==> src/rtl/t09_button_pkg.sv <==
// Shared types and defaults for the multi-channel button front end.
// Optional auto-repeat is controlled by the T09_BUTTON_REPEAT_EN macro
// (see t09_debounce_channel).
package t09_button_pkg;

  typedef enum logic [1:0] {
    EDGE_PRESS   = 2'd0,
    EDGE_RELEASE = 2'd1,
    EDGE_BOTH    = 2'd2
  } edge_mode_e;

  localparam int DEF_SYNC_STAGES   = 2;
  localparam int DEF_DB_CYCLES     = 16;
  localparam int DEF_REPEAT_DELAY  = 500000;
  localparam int DEF_REPEAT_PERIOD = 100000;

  // Unknown edge-mode codes fall back to press-only, so press is enabled
  // for every code except the release-only one.
  function automatic logic press_enabled(input int mode);
    return (mode != int'(EDGE_RELEASE));
  endfunction

  function automatic logic release_enabled(input int mode);
    return (mode == int'(EDGE_RELEASE)) || (mode == int'(EDGE_BOTH));
  endfunction

  function automatic int max_int(input int a, input int b);
    return (a > b) ? a : b;
  endfunction

endpackage

==> src/rtl/t09_debounce_channel.sv <==
// One button channel: synchroniser chain, debounce counter, edge pulse.
// With T09_BUTTON_REPEAT_EN defined, a held press also produces periodic
// auto-repeat pulses (first after REPEAT_DELAY, then every REPEAT_PERIOD).
module t09_debounce_channel
  import t09_button_pkg::*;
#(
  parameter int SYNC_STAGES   = DEF_SYNC_STAGES,
  parameter int DB_CYCLES     = DEF_DB_CYCLES,
  parameter int EDGE_MODE     = int'(EDGE_PRESS),
  parameter int REPEAT_DELAY  = DEF_REPEAT_DELAY,
  parameter int REPEAT_PERIOD = DEF_REPEAT_PERIOD
) (
  input  logic clk,
  input  logic nRst_i,
  input  logic button_i,
  output logic level_o,
  output logic pulse_o
);

  localparam int                CNT_W      = $clog2(DB_CYCLES) + 1;
  localparam logic [CNT_W-1:0]  CNT_TC     = CNT_W'(DB_CYCLES - 1);
  localparam logic              PRESS_EN   = press_enabled(EDGE_MODE);
  localparam logic              RELEASE_EN = release_enabled(EDGE_MODE);

  // Elaboration-time parameter sanity checks.
  if (SYNC_STAGES < 2 || SYNC_STAGES > 4) begin : g_bad_sync
    $error("t09_debounce_channel: SYNC_STAGES must be 2..4");
  end
  if (DB_CYCLES < 1) begin : g_bad_db
    $error("t09_debounce_channel: DB_CYCLES must be >= 1");
  end
  if (REPEAT_DELAY < 1 || REPEAT_PERIOD < 1) begin : g_bad_repeat
    $error("t09_debounce_channel: REPEAT_DELAY/REPEAT_PERIOD must be >= 1");
  end

  logic [SYNC_STAGES-1:0] r_sync;
  logic                   r_level;
  logic [CNT_W-1:0]       r_cnt;
  logic                   r_pulse;

  logic w_sync;
  logic w_mismatch;
  logic w_flip;
  logic w_edge_hit;
  logic w_repeat_hit;

  assign w_sync     = r_sync[SYNC_STAGES-1];
  assign w_mismatch = (w_sync != r_level);
  assign w_flip     = w_mismatch && (r_cnt == CNT_TC);
  // Direction of the flip is the new level: 1 = press, 0 = release.
  assign w_edge_hit = w_flip && (w_sync ? PRESS_EN : RELEASE_EN);

  // Metastability chain: raw pin enters at bit 0, settled value leaves the top.
  always_ff @(posedge clk or negedge nRst_i) begin
    if (!nRst_i) r_sync <= '0;
    else         r_sync <= {r_sync[SYNC_STAGES-2:0], button_i};
  end

  // Count consecutive mismatching cycles; any matching cycle restarts the window.
  always_ff @(posedge clk or negedge nRst_i) begin
    if (!nRst_i) begin
      r_level <= 1'b0;
      r_cnt   <= '0;
    end else if (!w_mismatch) begin
      r_cnt   <= '0;
    end else if (w_flip) begin
      r_level <= w_sync;
      r_cnt   <= '0;
    end else begin
      r_cnt   <= r_cnt + 1'b1;
    end
  end

`ifdef T09_BUTTON_REPEAT_EN
  localparam int RPT_W = $clog2(max_int(REPEAT_DELAY, REPEAT_PERIOD)) + 1;

  logic [RPT_W-1:0] r_rpt;

  // Repeat fires at terminal count while held; a flip on the same edge wins,
  // so a release never coincides with a stray repeat.
  assign w_repeat_hit = PRESS_EN && r_level && !w_flip && (r_rpt == '0);

  // Hold down-counter: loaded on press, reloaded per repeat, cleared on release.
  always_ff @(posedge clk or negedge nRst_i) begin
    if (!nRst_i) begin
      r_rpt <= '0;
    end else if (w_flip) begin
      r_rpt <= w_sync ? RPT_W'(REPEAT_DELAY - 1) : '0;
    end else if (r_level) begin
      r_rpt <= (r_rpt == '0) ? RPT_W'(REPEAT_PERIOD - 1) : r_rpt - 1'b1;
    end
  end
`else
  assign w_repeat_hit = 1'b0;
`endif

  // Event pulse is registered so it lines up with the level flip.
  always_ff @(posedge clk or negedge nRst_i) begin
    if (!nRst_i) r_pulse <= 1'b0;
    else         r_pulse <= w_edge_hit | w_repeat_hit;
  end

  assign level_o = r_level;
  assign pulse_o = r_pulse;

endmodule

==> src/rtl/t09_button_debounce_edge.sv <==
// Multi-channel push-button front end: N_CH independent debounce channels
// plus an any-event summary. Auto-repeat is enabled by defining
// T09_BUTTON_REPEAT_EN (handled inside t09_debounce_channel).
module t09_button_debounce_edge
  import t09_button_pkg::*;
#(
  parameter int N_CH          = 4,
  parameter int SYNC_STAGES   = DEF_SYNC_STAGES,
  parameter int DB_CYCLES     = DEF_DB_CYCLES,
  parameter int EDGE_MODE     = int'(EDGE_PRESS),
  parameter int REPEAT_DELAY  = DEF_REPEAT_DELAY,
  parameter int REPEAT_PERIOD = DEF_REPEAT_PERIOD
) (
  input  logic            clk,
  input  logic            nRst_i,
  input  logic [N_CH-1:0] button_i,
  output logic [N_CH-1:0] level_o,
  output logic [N_CH-1:0] pulse_o,
  output logic            any_pulse_o
);

  for (genvar g = 0; g < N_CH; g++) begin : g_ch
    t09_debounce_channel #(
      .SYNC_STAGES  (SYNC_STAGES),
      .DB_CYCLES    (DB_CYCLES),
      .EDGE_MODE    (EDGE_MODE),
      .REPEAT_DELAY (REPEAT_DELAY),
      .REPEAT_PERIOD(REPEAT_PERIOD)
    ) u_ch (
      .clk     (clk),
      .nRst_i  (nRst_i),
      .button_i(button_i[g]),
      .level_o (level_o[g]),
      .pulse_o (pulse_o[g])
    );
  end

  assign any_pulse_o = |pulse_o;

endmodule

==> config.mk <==
export PLATFORM = sky130hd
export DESIGN_NAME = t09_button_debounce_edge
export DESIGN_NICKNAME = d
export VERILOG_FILES = /design/src/rtl/t09_button_pkg.sv /design/src/rtl/t09_debounce_channel.sv /design/src/rtl/t09_button_debounce_edge.sv
export SDC_FILE = /design/constraint.sdc
export NUM_CORES = 1
export LEC_CHECK = 0
export BUFFER_PORTS_ARGS = -buffer_cell sky130_fd_sc_hd__buf_2
export CORE_MARGIN = 5
export CORE_UTILIZATION = 50
export DETAILED_ROUTE_END_ITERATION = 6
export GPL_TIMING_DRIVEN = 0
export PLACE_DENSITY_LB_ADDON = 0.25
export SLEW_MARGIN = 15
export SYNTH_ARGS = -nofsm -noshare
export SYNTH_HDL_FRONTEND = slang
export SYNTH_HIERARCHICAL = 1
export SYNTH_SLANG_ARGS = --single-unit
==> constraint.sdc <==
create_clock -name clk -period 1.05 [get_ports clk]
set_input_delay 0.105 -clock clk [delete_from_list [all_inputs] [get_ports clk]]
set_output_delay 0.105 -clock clk [all_outputs]
set_load 0.03 [all_outputs]
==> results.toml, run 1 <==
[floorplan]
fp.dieW_um = 62.1
io_pins = 15
fp.dieH_um = 62.1
die-area_um2 = 3860
coreArea_um2 = 2690
rows = 19
start_util_pct = 50.6

[placement]
hpwl_um = 1370
place.gp.congestion = 0.726
placed_cell_area_um2 = 1480
numPortBuffers = 14

[timing]
hold_slack_ns = 0.284
rsz0062_at_grt = "yes"
drv_slew = 0
tns_ns = -1.51
fin_crit_sh_pct = 145
skew_ns = 0.00595
slew_headroom_pct = 68.6
setup-violations-final = 16
worst_pin_slew_ns = 0.472
max_freq_mhz = 655
hold_viol_final = 0
setup_slack_ns = -0.477
fin_crit_ns = 1.53

[pwr]
power_leakage_nw = 0.969
power_density_nw_per_um2 = 1200
total_power_w = 0.00250
vdd_ir_drop_max_mv = 1.37

[setup_path]
cp_data_required_time_ns = 0.94
critPathLaunchType = "flip-flop"
reg2reg_slack_ns = -0.16
max_stage_delay_ns = 0.52
crit_chain = "or4_4, buf_6"
cp-end-kind = "primary output"
reg2regPathDepth = 4
arrival_ns = 1.42
r2r-end = "g_ch[0].u_ch/level_o"
critical_path.max_fanout = 2
r2r-start = "g_ch[0].u_ch/r_cnt[1]"
crit_type = "reg2out"
crit_slowest_cell = "or4_4"

[synthesis]
synth_seq_cells = 36
synth.distinct_cells = 14
synth_area_leader_cell = "dfrtp_1"
synth_fp_nets = 111
synthCells = 101
synth_top_area_share_pct = 66.3
synth.cell_area_um2 = 1360
ys_top_cells_by_area = "dfrtp_1 66%, xor2_1 7.7%, ha_1 3.7%, mux2_1 3.3%, nor2_1 3.3%"
avgSynthCellArea_um2 = 13.5
ys_seq_area_share_pct = 66.3
yosys_warnings = 6

[cells_and_area]
area_delta_synth_final_pct = 52.9
fin_util_pct = 77.3
layout_common_cells = "33 x dfrtp_1, 16 x buf_6, 12 x buf_4"
stdcell_area_um2 = 2080
layout_commonest_cell = "dfrtp_1"
num-nets-final = 156
diodes = 0
layout-drive-gt1-share_pct = 50.3

[routing]
firstDrtPassIters = 4
drtIter0Drc = 29
vias_per_cell = 4.99
vias = 888
drt-wirelength-per-cell_um = 14.4
drc = 0
antenna_left = 0
wl_um = 2570

[grt]
grt_pass1_vias = 976
grt_pass1_wl_um = 4370
use_met1_pct = 16.3
grt-busiest-layer = "met2"
gr-usage-met3_pct = 3.42
grt-ovfl-total = 0
grtUsageTotal_pct = 14.4
grt_max_degree = 37
grt_use_met2_pct = 24.2
antenna_found_initial = 0

[status]
violations = "negative setup slack"
status = "complete, but fails checks"

[job]
max_cap_viol_count = 0

[clock_network]
cts_num_sinks = 36
clk_pin_slew_worst_paths_ns = 0.11
cts_made_buffers = 5
clock_path_buffers = 2
cts_tree = "built"
cts-root-buf = "clkbuf_4"
clk-insertion-delay-late_ns = 0.33
htreeDepth = 2

[hold_path]
hp-class = "in2async"
[critical path, delay by kind of cell (launching register included)]
family | cells | cell delay [ns]
DFF | 1 | 0.42
and+or+nand+nor | 1 | 0.52
buffers and inverters | 1 | 0.15
[registers in the layout (all words and copies together), names as in the netlist]
name and flops:
g_ch.u_ch/pulse_o 4, g_ch.u_ch/r_sync 8, g_ch.u_ch/level_o 4, g_ch.u_ch/r_cnt 20
[stage by stage]
stage	instances	worst slack, ns
5_1_grt	178	-0.536
4_1_cts	174	-0.504
3_3_place_gp	146	-0.145
3_5_place_dp	146	-0.173
6_report	178	-0.477
2_1_floorplan	101	-0.125
[worst max-delay path by stage]
stage                                startpoint                    to  slack [ns]  cells after the start
final                      g_ch[2].u_ch/pulse_o           any_pulse_o       -0.48                      2
after global placement    g_ch[2].u_ch/r_cnt[0]  g_ch[2].u_ch/level_o       -0.14                      4
after CTS                  g_ch[0].u_ch/pulse_o           any_pulse_o       -0.50                      2
after floorplan            g_ch[2].u_ch/pulse_o           any_pulse_o       -0.12                      1
after global routing       g_ch[2].u_ch/pulse_o           any_pulse_o       -0.54                      2
after detailed placement  g_ch[1].u_ch/r_cnt[0]  g_ch[1].u_ch/level_o       -0.17                      4
[cell families (layout without fill, tap and decap cells)]
| group | after synthesis | count (layout) | synth area share (%) |
|---|---|---|---|
| xor+xnor | 12 | 12 | 7.73 |
| buf+inv | 4 | 50 | 1.10 |
| simple gates | 37 | 37 | 16.4 |
| fa+ha+maj | 4 | 4 | 3.68 |
| compound gates | 4 | 4 | 1.47 |
| flops | 36 | 36 | 66.3 |
| mux | 4 | 4 | 3.31 |
[report_power, final]
part           internal [W]  switching (W)  leakage [nW]
sequential          0.00144      0.0000610         0.469
clock              0.000328       0.000444        0.0315
combinational      0.000128      0.0000990         0.468
[what timing repair did]
action                                 CTS  global route
gates resized for setup                 33            33
endpoints found under the hold margin   40             0
setup buffers                           15             5
pin swaps                                5            13
hold buffers                             5             0
setup endpoints to repair               27            37
[cells in the mapped netlist]
library cell / number
nor4b_1: 4
dfrtp_1: 36
nand3_2: 4
and3_1: 4
and2_1: 4
nor2_1: 12
ha_1: 4
inv_1: 4
xor2_1: 12
nand3_1: 4
mux2_1: 4
or4_1: 1
o21ai_1: 4
nor2_2: 4
[area by class of cell]
class                      instances  area, um^2
inverter                           4        15.0
fill                             166         609
tap                               31        38.8
multi-input combinational         61         708
clock inverter                     1        7.51
timing repair buffer              38         348
sequential                        36         905
clock buffer                       7        55.1
[layer usage]
metal / vias to the layer above / routed length, um
met5: - / 0
met1: 442 / 1020
met4: 0 / 42
met3: 6 / 99
li1: 423 / -
met2: 17 / 1410
(Power assumes the default switching activity.)
==> run 2, diff against run 1 <==
==> constraint.sdc (replaced) <==
create_clock -name clk -period 1.05 [get_ports clk]
set_input_delay 0.21 -clock clk [delete_from_list [all_inputs] [get_ports clk]]
set_output_delay 0.21 -clock clk [all_outputs]
set_load 0.03 [all_outputs]
==> run 2 against run 1 <==
The flow finishes with violations (negative hold slack, negative setup slack). Final cell count down 0.56%. Hold slack worse by 0.36 ns. Non-clock buffer count down 1. Register-to-register slack worse by 0.03 ns. Flip-flop and latch count unchanged. First-iteration DRC count down 21%. Die area unchanged. Critical endpoint unchanged. Critical path depth unchanged.
==> results.toml, run 2 (synthesized netlist as in run 1, its figures left out) <==
[clock_network]
cts_hold_buf = 4
htreeDepth = 2
cts_num_sinks = 36
cts_made_buffers = 5
clk-insertion-delay-late_ns = 0.34
clock_path_buffers = 2
clk_pin_slew_worst_paths_ns = 0.11
cts_tree = "built"
cts-root-buf = "clkbuf_4"

[floorplan]
start_util_pct = 50.6
die-area_um2 = 3860
coreArea_um2 = 2690
rows = 19
fp.dieH_um = 62.1
io_pins = 15
fp.dieW_um = 62.1

[cells_and_area]
layout-drive-gt1-share_pct = 52.1
layout_commonest_cell = "dfrtp_1"
area_delta_synth_final_pct = 55.0
fin_util_pct = 78.4
top_regs = "g_ch.u_ch/r_cnt: 20 flops, g_ch.u_ch/r_sync: 8 flops"
largest_reg_flops = 20
top_register = "g_ch.u_ch/r_cnt"
num-nets-final = 155
diodes = 0
layout_common_cells = "34 x dfrtp_1, 18 x buf_6, 10 x nor2_1, 10 x buf_4, 8 x xor2_1"
stdcell_area_um2 = 2110

[grt]
grt_pass1_wl_um = 4510
grt_pass1_vias = 1009
grt-ovfl-total = 0
antenna_found_initial = 0
grt_max_degree = 37
grtUsageTotal_pct = 14.9

[routing]
vias_per_cell = 5.08
vias = 899
drt-wirelength-per-cell_um = 15.4
antenna_left = 0
wl_um = 2730
firstDrtPassIters = 4
drc = 0
drtIter0Drc = 23

[pwr]
switching_share_pct = 24.2
power_leakage_nw = 0.964
p_comb_share_pct = 9.2
intPower_w = 0.00190
p_clk_share_pct = 30.8
seq_power_share_pct = 60.0
p_sw_w = 0.000605
vdd_ir_drop_max_mv = 1.20
power_density_nw_per_um2 = 1190

[setup_path]
arrival_ns = 1.45
cp_data_required_time_ns = 0.84
critical_path.max_fanout = 2
cp-end-kind = "primary output"
critPathLaunchType = "flip-flop"
crit_type = "reg2out"
reg2reg_slack_ns = -0.19

[timing]
hold_viol_final = 36
tns_ns = -2.31
drv_slew = 0
rsz0062_at_grt = "yes"
skew_ns = 0.0106
setup-violations-final = 19
fin_crit_ns = 1.66
worst_pin_slew_ns = 0.754
fin_crit_sh_pct = 158
slew_headroom_pct = 49.7
max_freq_mhz = 603
hold_slack_ns = -0.0735
setup_slack_ns = -0.608

[hold_path]
hp-class = "in2async"

[placement]
numPortBuffers = 14
placed_cell_area_um2 = 1480
hpwl_um = 1370
place.gp.congestion = 0.726

[status]
violations = "negative hold slack, negative setup slack"
status = "complete, but fails checks"

[job]
max_cap_viol_count = 0
==> run 2: changes by cell type in the layout (fill, tap and decap cells not counted), moves of 2 or more <==
cell    before  now
and3_1       4    1
buf_4       12   10
and3_4       0    3
buf_6       16   18
==> run 2: critical path: stages (launching register included) <==
cell,delay (ns)
dfrtp_2,0.43
or4_4,0.52
buf_6,0.16
==> run 2: worst paths after layout <==
check / startpoint / endpoint / depth (start not counted)
setup reg to reg: g_ch[1].u_ch/r_cnt[0] / g_ch[1].u_ch/level_o / 4
setup / recovery: g_ch[2].u_ch/pulse_o / any_pulse_o / 2
max in group asynchronous: nRst_i / g_ch[2].u_ch/pulse_o / 1
hold / removal: nRst_i / g_ch[1].u_ch/pulse_o / 1
min in group clk: g_ch[1].u_ch/r_sync[0] / g_ch[1].u_ch/r_sync[1] / 0
hold reg to reg: g_ch[1].u_ch/r_sync[0] / g_ch[1].u_ch/r_sync[1] / 0
==> run 2: metrics by stage <==
| step | total power, W | worst slack (ns) | instances |
|---|---|---|---|
| 6_report | 0.00250 | -0.608 | 177 |
| 5_1_grt | 0.00265 | -0.645 | 177 |
| 4_1_cts | 0.00249 | -0.609 | 173 |
| 3_5_place_dp | 0.00163 | -0.253 | 146 |
| 3_3_place_gp | 0.00162 | -0.246 | 146 |
| 2_1_floorplan | 0.00157 | -0.230 | 101 |
==> run 2: repair_timing <==
action,CTS,global route
buffers inserted,15,5
pin swaps,8,13
cloned,0,0
gates resized for setup,38,32
setup endpoints to repair,28,36
endpoints found under the hold margin,40,30
==> run 2: area by class of cell <==
cell class / instances / area (um^2)
inverters: 4 / 15.0
clock inverters: 1 / 7.51
repair buffers: 37 / 343
flip-flops and latches: 36 / 903
fillers: 162 / 581
well taps: 31 / 38.8
multi-input cells: 61 / 743
clock buffers: 7 / 55.1
==> run 2: power by group through the flow <==
stage	combinational (W)	clock [W]	sequential [W]
finish	0.000229	0.000770	0.00150
global route	0.000263	0.000879	0.00151
CTS	0.000191	0.000812	0.00149
detailed placement	0.000126	0	0.00150
global placement	0.000118	0	0.00150
floorplan	0.0000741	0	0.00150
==> run 2: per-layer routing <==
layer  vias to the layer above  wire (um)  part of all wire, %  GRT usage (%)
li1                        423          -                    -              -
met1                       450       1090                   40           16.7
met2                        16       1480                   54           24.1
met3                        10         81                  3.0           3.60
met4                         0         86                  3.1           11.4
met5                         -          0                    0              0
